**src/rtl/debug_uart_tx.sv**
```systemverilog
// Serialises the CPU debug value over a UART 8N1 line as SYNC + MSB-first data bytes.
// Define DEBUG_UART_CHECKSUM_EN to append an XOR checksum byte after the data bytes.
module debug_uart_tx #(
  parameter int         CLKS_PER_BIT = 868,
  parameter int         DATA_W       = 64,
  parameter logic [7:0] SYNC_BYTE    = 8'hA5
) (
  input  logic              clk,
  input  logic              rst,
  input  logic [DATA_W-1:0] debug_in,
  input  logic              send_req,
  output logic              tx,
  output logic              busy,
  output logic              pending,
  output logic [15:0]       frames_sent
);

  localparam int NUM_DATA = DATA_W / 8;
`ifdef DEBUG_UART_CHECKSUM_EN
  localparam int NUM_BYTES = NUM_DATA + 2;
`else
  localparam int NUM_BYTES = NUM_DATA + 1;
`endif
  localparam int BAUD_W = (CLKS_PER_BIT > 2) ? $clog2(CLKS_PER_BIT) : 1;
  localparam int BYTE_W = $clog2(NUM_BYTES);
  localparam logic [BAUD_W-1:0] BAUD_LAST = BAUD_W'(CLKS_PER_BIT - 1);
  localparam logic [BYTE_W-1:0] BYTE_LAST = BYTE_W'(NUM_BYTES - 1);

  localparam logic [2:0] ST_IDLE  = 3'd0;
  localparam logic [2:0] ST_START = 3'd1;
  localparam logic [2:0] ST_DATA  = 3'd2;
  localparam logic [2:0] ST_STOP  = 3'd3;
  localparam logic [2:0] ST_GAP   = 3'd4;

  logic [2:0]        state_reg;
  logic [BAUD_W-1:0] baud_reg;
  logic [2:0]        bit_idx_reg;
  logic [BYTE_W-1:0] byte_idx_reg;
  logic [7:0]        cur_byte_reg;
  logic [DATA_W-1:0] data_sr_reg;
  logic [DATA_W-1:0] last_sent_reg;
  logic [DATA_W-1:0] queued_reg;
  logic              tx_reg;
  logic              busy_reg;
  logic              pending_reg;
  logic [15:0]       frames_sent_reg;

  logic              trig;
  logic              baud_done;
  logic              gap_done;
  logic              start_frame;
  logic [DATA_W-1:0] frame_value;

`ifdef DEBUG_UART_CHECKSUM_EN
  localparam logic [BYTE_W-1:0] DATA_LAST = BYTE_W'(NUM_DATA);
  logic [7:0] csum_reg;

  function automatic logic [7:0] xor_bytes(input logic [DATA_W-1:0] v);
    logic [7:0] acc;
    acc = 8'h00;
    for (int i = 0; i < NUM_DATA; i++) acc = acc ^ v[i*8 +: 8];
    return acc;
  endfunction
`endif

  assign trig      = send_req || (debug_in != last_sent_reg);
  assign baud_done = (baud_reg == BAUD_LAST);
  assign gap_done  = (state_reg == ST_GAP) && baud_done;
  // A frame starts from IDLE on a trigger, or straight out of the gap when work is waiting.
  assign start_frame = ((state_reg == ST_IDLE) && trig) || (gap_done && (trig || pending_reg));
  // A fresh trigger always beats the queued value: newest wins.
  assign frame_value = trig ? debug_in : queued_reg;

  always_ff @(posedge clk) begin
    if (rst) begin
      state_reg       <= ST_IDLE;
      baud_reg        <= '0;
      bit_idx_reg     <= '0;
      byte_idx_reg    <= '0;
      cur_byte_reg    <= '0;
      data_sr_reg     <= '0;
      last_sent_reg   <= '0;
      queued_reg      <= '0;
      tx_reg          <= 1'b1;
      busy_reg        <= 1'b0;
      pending_reg     <= 1'b0;
      frames_sent_reg <= '0;
`ifdef DEBUG_UART_CHECKSUM_EN
      csum_reg        <= '0;
`endif
    end else begin
      if (gap_done) frames_sent_reg <= frames_sent_reg + 16'd1;

      if (start_frame) begin
        last_sent_reg <= frame_value;
        data_sr_reg   <= frame_value;
`ifdef DEBUG_UART_CHECKSUM_EN
        csum_reg      <= xor_bytes(frame_value);
`endif
        cur_byte_reg  <= SYNC_BYTE;
        byte_idx_reg  <= '0;
        bit_idx_reg   <= '0;
        baud_reg      <= '0;
        state_reg     <= ST_START;
        tx_reg        <= 1'b0;
        busy_reg      <= 1'b1;
        pending_reg   <= 1'b0;
      end else begin
        if (trig && (state_reg != ST_IDLE)) begin
          pending_reg <= 1'b1;
          queued_reg  <= debug_in;
        end

        if (state_reg != ST_IDLE) baud_reg <= baud_done ? '0 : baud_reg + BAUD_W'(1);

        case (state_reg)
          ST_IDLE: ;
          ST_START: begin
            if (baud_done) begin
              state_reg <= ST_DATA;
              tx_reg    <= cur_byte_reg[0];
            end
          end
          ST_DATA: begin
            if (baud_done) begin
              if (bit_idx_reg == 3'd7) begin
                state_reg   <= ST_STOP;
                bit_idx_reg <= '0;
                tx_reg      <= 1'b1;
              end else begin
                bit_idx_reg  <= bit_idx_reg + 3'd1;
                tx_reg       <= cur_byte_reg[1];
                cur_byte_reg <= {1'b0, cur_byte_reg[7:1]};
              end
            end
          end
          ST_STOP: begin
            if (baud_done) begin
              if (byte_idx_reg == BYTE_LAST) begin
                state_reg <= ST_GAP;
              end else begin
                byte_idx_reg <= byte_idx_reg + BYTE_W'(1);
                state_reg    <= ST_START;
                tx_reg       <= 1'b0;
`ifdef DEBUG_UART_CHECKSUM_EN
                if (byte_idx_reg == DATA_LAST) begin
                  cur_byte_reg <= csum_reg;
                end else begin
                  cur_byte_reg <= data_sr_reg[DATA_W-1 -: 8];
                  data_sr_reg  <= data_sr_reg << 8;
                end
`else
                cur_byte_reg <= data_sr_reg[DATA_W-1 -: 8];
                data_sr_reg  <= data_sr_reg << 8;
`endif
              end
            end
          end
          ST_GAP: begin
            if (baud_done) begin
              state_reg <= ST_IDLE;
              busy_reg  <= 1'b0;
            end
          end
          default: state_reg <= ST_IDLE;
        endcase
      end
    end
  end

  assign tx          = tx_reg;
  assign busy        = busy_reg;
  assign pending     = pending_reg;
  assign frames_sent = frames_sent_reg;

endmodule

```
**config.mk**
```make
export PLATFORM = sky130hd
export DESIGN_NAME = debug_uart_tx
export DESIGN_NICKNAME = d
export VERILOG_FILES = /design/src/rtl/debug_uart_tx.sv
export SDC_FILE = /design/constraint.sdc
export NUM_CORES = 1
export LEC_CHECK = 0
export BUFFER_PORTS_ARGS = -buffer_cell sky130_fd_sc_hd__buf_2
export CAP_MARGIN = 40
export CORE_UTILIZATION = 45
export DETAILED_ROUTE_END_ITERATION = 8
export GPL_ROUTABILITY_DRIVEN = 0
export GPL_TIMING_DRIVEN = 0
export PLACE_DENSITY = 0.73
export SLEW_MARGIN = 5
export SYNTH_ARGS = -nofsm -noshare
export SYNTH_HDL_FRONTEND = slang
export SYNTH_SLANG_ARGS = --single-unit
```
**constraint.sdc**
```tcl
create_clock -name clk -period 3.2 [get_ports clk]
set_clock_uncertainty 0.2 [all_clocks]
set_input_delay 0.32 -clock clk [delete_from_list [all_inputs] [get_ports clk]]
set_output_delay 0.32 -clock clk [all_outputs]
set_load 0.02 [all_outputs]
```
Word level (Yosys, flattened, before mapping)
Cells that the tools add are included.
{"block": "word_totals", "word_cells": 102, "output_inout_bits": 19, "ff_bits": 239}
{"block": "op_classes", "n_reduce_logical": 26, "bitwise": 3, "n_addsub": 4, "muxes": 31, "n_eq_ne": 24}
{"op": "$mux 64", "n": 5}
{"op": "$ne 64x64->1", "n": 1}
{"op": "$mux 8", "n": 5}
{"op": "$mux 3", "n": 7}
{"op": "$ne 3x3->1 const B", "n": 7}
{"op": "$ne 2x2->1 const B", "n": 9}
{"op": "$add 16x1->16 const B", "n": 1}
{"op": "$pmux 8 s2", "n": 1}
{"op": "$pmux 3 s5", "n": 1}
{"op": "$reduce_and 5->1", "n": 3}
{"op": "$reduce_and 6->1", "n": 2}
{"op": "$add 10x1->10 const B", "n": 1}
{"op": "$eq 10x10->1 const B", "n": 1}
{"op": "$mux 1", "n": 10}
{"op": "$mux 10", "n": 1}
{"op": "$reduce_bool 2->1", "n": 4}
{"op": "$eq 3x2->1 const B", "n": 2}
{"op": "$eq 3x3->1 const B", "n": 2}
{"op": "$reduce_and 2->1", "n": 3}
{"op": "$reduce_and 3->1", "n": 2}
{"op": "$reduce_bool 3->1", "n": 2}
{"op": "$add 4x1->4 const B", "n": 1}
{"op": "$eq 4x4->1 const B", "n": 1}
{"op": "$logic_and 1x1->1", "n": 4}
{"op": "other kinds (8)", "n": 12}

Logic depth before layout (Yosys ltp)
{"block": "depth", "depth_word": 7, "mapped_depth": 10, "mapped_depth_nobuf": 8}

Least setup slack after synthesis
No wires, ideal clock.
{"block": "synth_timing", "path_type": "reg2reg", "from": "reg baud_reg[0]", "to": "reg data_sr_reg[44]", "stages_incl_launch_ff": 10, "setup_ns": 0.115, "slack_ns": 0.506, "t_arrival_ns": 2.379, "path_buffers": 3, "t_required_ns": 2.885, "path_cell_list": "dfxtp_1 -> ha_1 -> nand4b_1 -> or3_4 -> or3_1 -> clkbuf_1 -> buf_4 -> buf_2 -> mux2i_1 -> a2111oi_0"}
{"block": "synth_via", "elab_chain_len": 6, "word_cells_on_any_way": 9}
{"item": "from (decl)", "line_no": "36", "text": "logic [BAUD_W-1:0] baud_reg;"}
{"item": "from (signal assigned)", "line_no": "114", "text": "if (state_reg != ST_IDLE) baud_reg <= baud_done ? '0 : baud_reg + BAUD_W'(1);"}
{"item": "$eq 10x10->1 *", "line_no": "67", "text": "assign baud_done = (baud_reg == BAUD_LAST);"}
{"item": "$logic_and 1x1->1", "line_no": "68", "text": "assign gap_done = (state_reg == ST_GAP) && baud_done;"}
{"item": "$logic_and 1x1->1", "line_no": "70", "text": "assign start_frame = ((state_reg == ST_IDLE) && trig) || (gap_done && (trig || pending_reg));"}
{"item": "$logic_or 1x1->1", "line_no": "70"}
{"item": "$ne 2x2->1 (no source line) or $reduce_bool 2->1 (tied branches)"}
{"item": "$reduce_and 3->1 (no source line)"}
{"item": "to (signal assigned)", "line_no": "96", "text": "data_sr_reg <= frame_value;"}
{"item": "to (signal assigned)", "line_no": "154", "text": "data_sr_reg <= data_sr_reg << 8;"}
{"item": "to (decl)", "line_no": "40", "text": "logic [DATA_W-1:0] data_sr_reg;"}
Mark *: on every way between the ends. The rest lies on a longest branch, timed or not.
A chain may end at the register's enable or synchronous reset.

Worst setup path in the final report
{"block": "layout_timing", "from": "in debug_in[55]", "to": "reg data_sr_reg[28]"}
{"block": "layout_via", "elab_chain_len": 7, "word_cells_on_any_way": 12}
{"item": "from (decl)", "line_no": "10", "text": "input logic [DATA_W-1:0] debug_in,"}
{"item": "$ne 64x64->1 *", "line_no": "66", "text": "assign trig = send_req || (debug_in != last_sent_reg);"}
{"item": "$logic_or 1x1->1 *", "line_no": "66"}
{"item": "$logic_or 1x1->1", "line_no": "70"}
{"item": "$logic_and 1x1->1", "line_no": "70"}
{"item": "$logic_or 1x1->1", "line_no": "70"}
{"item": "$ne 2x2->1 (no source line) or $reduce_bool 2->1 (tied branches)"}
{"item": "$reduce_and 3->1 (no source line)"}
Marked as above.

==> results.txt <==
* Async S/R FF share, synth: 0
- Die Outline Area: 24600 µm²
- In the finished design, the share of the clock period the worst path needs comes to 0.981.
- Area inside the core boundary: 23500 µm²
- The worst setup path is captured at a flip-flop.
- During placement, the flow inserted port buffers numbering 84.
- In this run the clock root is driven by a sky130_fd_sc_hd__clkbuf_16.
- The worst hold path passes through 3 cells.
* Setup violators final: 0
- At the worst endpoint, the arrival time is 3.32 ns.
* Number of max-cap violations: 0
- Sequential area share after synthesis: 0.444
* Cell count of the worst reg-to-reg path: 9
- Beginning of the worst register-to-register path: baud_reg[0]
- GRT Overall Usage: 0.262
- Maximum number of pins on one net before global-route repair: 14
- Of the post-synthesis cell area, the dominant cell type holds 0.444.
* Wire length of the first global-routing pass: 49900 µm
- Maximum buffer depth of the clock tree: 3
- For this block, the via count after detailed routing is 9433.
* Filler Cell Count: 2049
- In this run the mean area of a mapped cell was 9.55 µm².
- Vertical extent of the die: 157 µm
- Sink count of the clock tree: 239
* Number of DRC violations after detailed routing: 0
- When the netlist entered floorplanning its net count stood at 1201.
* Synth Instances: 1128
* Global-route layer with the greatest usage: met2
- The synthesized design spends more area on one cell type than any other, namely sky130_fd_sc_hd__dfxtp_1.
- P&R area growth vs syn: 24.1%
- The wire-length estimate of the detail-placed layout is 22500 µm.
- Highest-count cells in the layout ignoring fill and taps: sky130_fd_sc_hd__dfxtp_1, sky130_fd_sc_hd__mux2i_1, sky130_fd_sc_hd__nor2_1
* Most common cell after layout, fill and taps aside: sky130_fd_sc_hd__dfxtp_1
- Number of CTS-inserted buffers: 26
* Final critical-path required period: 3.14 ns
* Cells taking the most area after synthesis: sky130_fd_sc_hd__dfxtp_1, sky130_fd_sc_hd__mux2i_1, sky130_fd_sc_hd__a2111oi_0
- For this run, global-route usage on met1 was measured as 0.339.
- Post-layout nets: 1381
- CP Class: primary input to flip-flop
* Startpoint of the most critical setup path: debug_in[55]
- # rows: 56
- The total overflow left after global routing is 0.
- Result of the run: finished clean
* Post-route worst hold slack: 0.0306 ns
- Total routed wirelength: 32400 µm
* Data required time at the worst endpoint: 3.38 ns
- Headroom to the max-slew limit came out at 0.409.
- Iteration-0 DRC count of the detailed router: 675
- Highest net fanout along the worst path: 10
- In this run, synthesis inferred 0 flip-flops with an integrated enable.
* Top_reg_cell synth: sky130_fd_sc_hd__dfxtp_1
- Static timing analysis puts the maximum clock frequency at 319 MHz.
- Clk pin slew, worst setup/hold paths: 0.06 ns
- Deepest level of the CTS H-tree: 1
- Number of library cell types mapped by synthesis: 62
* RSZ-0062 raised after global routing: yes
- For flop-to-flop paths, the worst setup slack is 0.11 ns.
* Power per unit of standard cell area: 539 nW/µm²
- Endpoint of the most critical register-to-register path: data_sr_reg[27]
- The count of final max-slew check failures was 0.
* Summed instance area of the synthesized netlist: 10800 µm²
- First drt pass iteration count: 4
- Share of post-route cells with drive strength above 1: 0.187
- CTS tree: built
- The number of endpoints with negative hold slack in the final report was 0.
- DR vias/cell: 5.73
- For this design the static power due to leakage is 5.47 nW.
* CP Launch Type: primary input
- X dimension of the die: 157 µm
* Worst IR Drop VDD: 0.000409 V
- In this run the most critical hold path is launched from debug_in[14].
- Antenna violations before repair: 0
* Number of synthesized register bits: 239
* Post-detailed-route count of antenna-violating nets: 0
- Power comes to 0.00720 W.
- Endpoint with the worst hold slack: data_sr_reg[14]
- For this run, the number of Yosys warnings is 0.
- Worst hold-check path type: primary input to flip-flop
- Worst-Skew Late Latency: 0.54 ns
* Ant diodes: 0
- In the final routed layout, each cell accounts on average for 19.7 µm.
* Worst Tran Pin Value: 0.882 ns
- For this configuration, the core starts out at a cell density of 0.459.
- Boundary pin count: 86
* Global Route met2 Usage: 0.428
- In the global route stage, met3 resource usage came out at 0.0462.
* Number of global-route vias before repair: 9100
cells in the mapped netlist, types with 2 or more instances:
cell type / n
sky130_fd_sc_hd__nor3_1: 123
sky130_fd_sc_hd__nor3_2: 2
sky130_fd_sc_hd__buf_4: 14
sky130_fd_sc_hd__o2bb2ai_1: 8
sky130_fd_sc_hd__nand3_1: 10
sky130_fd_sc_hd__mux2i_1: 120
sky130_fd_sc_hd__a2111oi_2: 8
sky130_fd_sc_hd__ha_1: 6
sky130_fd_sc_hd__nor4_1: 6
sky130_fd_sc_hd__inv_1: 70
sky130_fd_sc_hd__nand2b_1: 17
sky130_fd_sc_hd__nor2_2: 2
sky130_fd_sc_hd__o21ai_0: 10
sky130_fd_sc_hd__nor4_2: 2
sky130_fd_sc_hd__and4_1: 2
sky130_fd_sc_hd__xor2_1: 20
sky130_fd_sc_hd__buf_1: 2
sky130_fd_sc_hd__nor2b_1: 5
sky130_fd_sc_hd__and3_1: 7
sky130_fd_sc_hd__nand3b_1: 2
sky130_fd_sc_hd__nor2_1: 111
sky130_fd_sc_hd__a2111oi_1: 9
sky130_fd_sc_hd__a211oi_2: 4
sky130_fd_sc_hd__or2_2: 2
sky130_fd_sc_hd__mux2_2: 7
sky130_fd_sc_hd__a22o_1: 9
sky130_fd_sc_hd__a21oi_1: 23
sky130_fd_sc_hd__buf_6: 3
sky130_fd_sc_hd__dfxtp_1: 239
sky130_fd_sc_hd__clkbuf_1: 46
sky130_fd_sc_hd__o2111ai_1: 6
sky130_fd_sc_hd__nand4_1: 14
sky130_fd_sc_hd__or3_1: 4
sky130_fd_sc_hd__buf_2: 23
sky130_fd_sc_hd__nand2_1: 21
sky130_fd_sc_hd__a2111oi_0: 96
sky130_fd_sc_hd__xnor2_1: 50
worst max path at each step:
stage | slack (ns) | to
final | 0.06 | data_sr_reg[28]
after global routing | -0.08 | last_sent_reg[32]
after CTS | 0.01 | last_sent_reg[19]
after detailed placement | -0.17 | data_sr_reg[44]
after floorplan | 0.51 | data_sr_reg[44]
after global placement | -0.25 | data_sr_reg[51]
routing by layer:
metal / vias up / share of wire
met5: - / 0
met4: 0 / 0.040
met3: 86 / 0.072
met2: 347 / 0.46
met1: 4531 / 0.43
li1: 4469 / -
critical path: stages:
cell	delay, ns
sky130_fd_sc_hd__dlygate4sd3_1	0.53
sky130_fd_sc_hd__buf_2	0.14
sky130_fd_sc_hd__xnor2_1	0.28
sky130_fd_sc_hd__nand4_1	0.20
sky130_fd_sc_hd__nor4_4	0.37
sky130_fd_sc_hd__nand4_2	0.23
sky130_fd_sc_hd__or2_1	0.29
sky130_fd_sc_hd__buf_2	0.22
sky130_fd_sc_hd__clkbuf_2	0.28
sky130_fd_sc_hd__nor3_1	0.33
sky130_fd_sc_hd__a2111oi_0	0.12
cells by family (layout without fill, tap and decap cells):
family,after synthesis,after routing,share of synthesized area
xor+xnor,70,70,0.0569
simple gates,343,343,0.160
mux,128,128,0.120
buf+inv,158,358,0.0647
fa+ha+maj,6,6,0.00697
compound gates,184,184,0.148
flops,239,239,0.444
area by class of cell:
type / instances / area, µm² / share of cell area
repair buffers: 152 / 1100 / 0.0826
multi-input cells: 731 / 5490 / 0.411
flip-flops and latches: 239 / 4780 / 0.358
inverters: 70 / 263 / 0.0197
well taps: 319 / 399 / 0.0299
clock buffers: 40 / 795 / 0.0595
clock inverters: 8 / 68.8 / 0.00515
plain buffers: 88 / 458 / 0.0343
metrics by stage:
step	setup TNS, ns	setup slack [ns]	cells	util	instance area [µm²]
after floorplan	0	0.506	1128	-	10800
after global placement	-27.22	-0.245	1531	0.494	11600
after detailed placement	-11.70	-0.170	1531	0.494	11600
after CTS	0	0.00979	1643	0.558	13100
after global routing	-0.761	-0.0798	1647	0.569	13400
final	0	0.0615	1647	0.569	13400
repair_timing:
item,in CTS,in global routing
gates resized for setup,5,62
buffers inserted,0,4
hold buffers,64,0
hold endpoints to repair,72,0
endpoints found under the setup margin,42,221
pin swaps,0,1
report_power, final:
| part | leakage [nW] | total [W] | internal [W] | switching [W] |
|---|---|---|---|---|
| clock | 0.432 | 0.00302 | 0.00178 | 0.00123 |
| combinational | 3.07 | 0.000862 | 0.000376 | 0.000486 |
| sequential | 1.97 | 0.00332 | 0.00318 | 0.000140 |
Note: power is estimated with default switching activity, not from simulation.
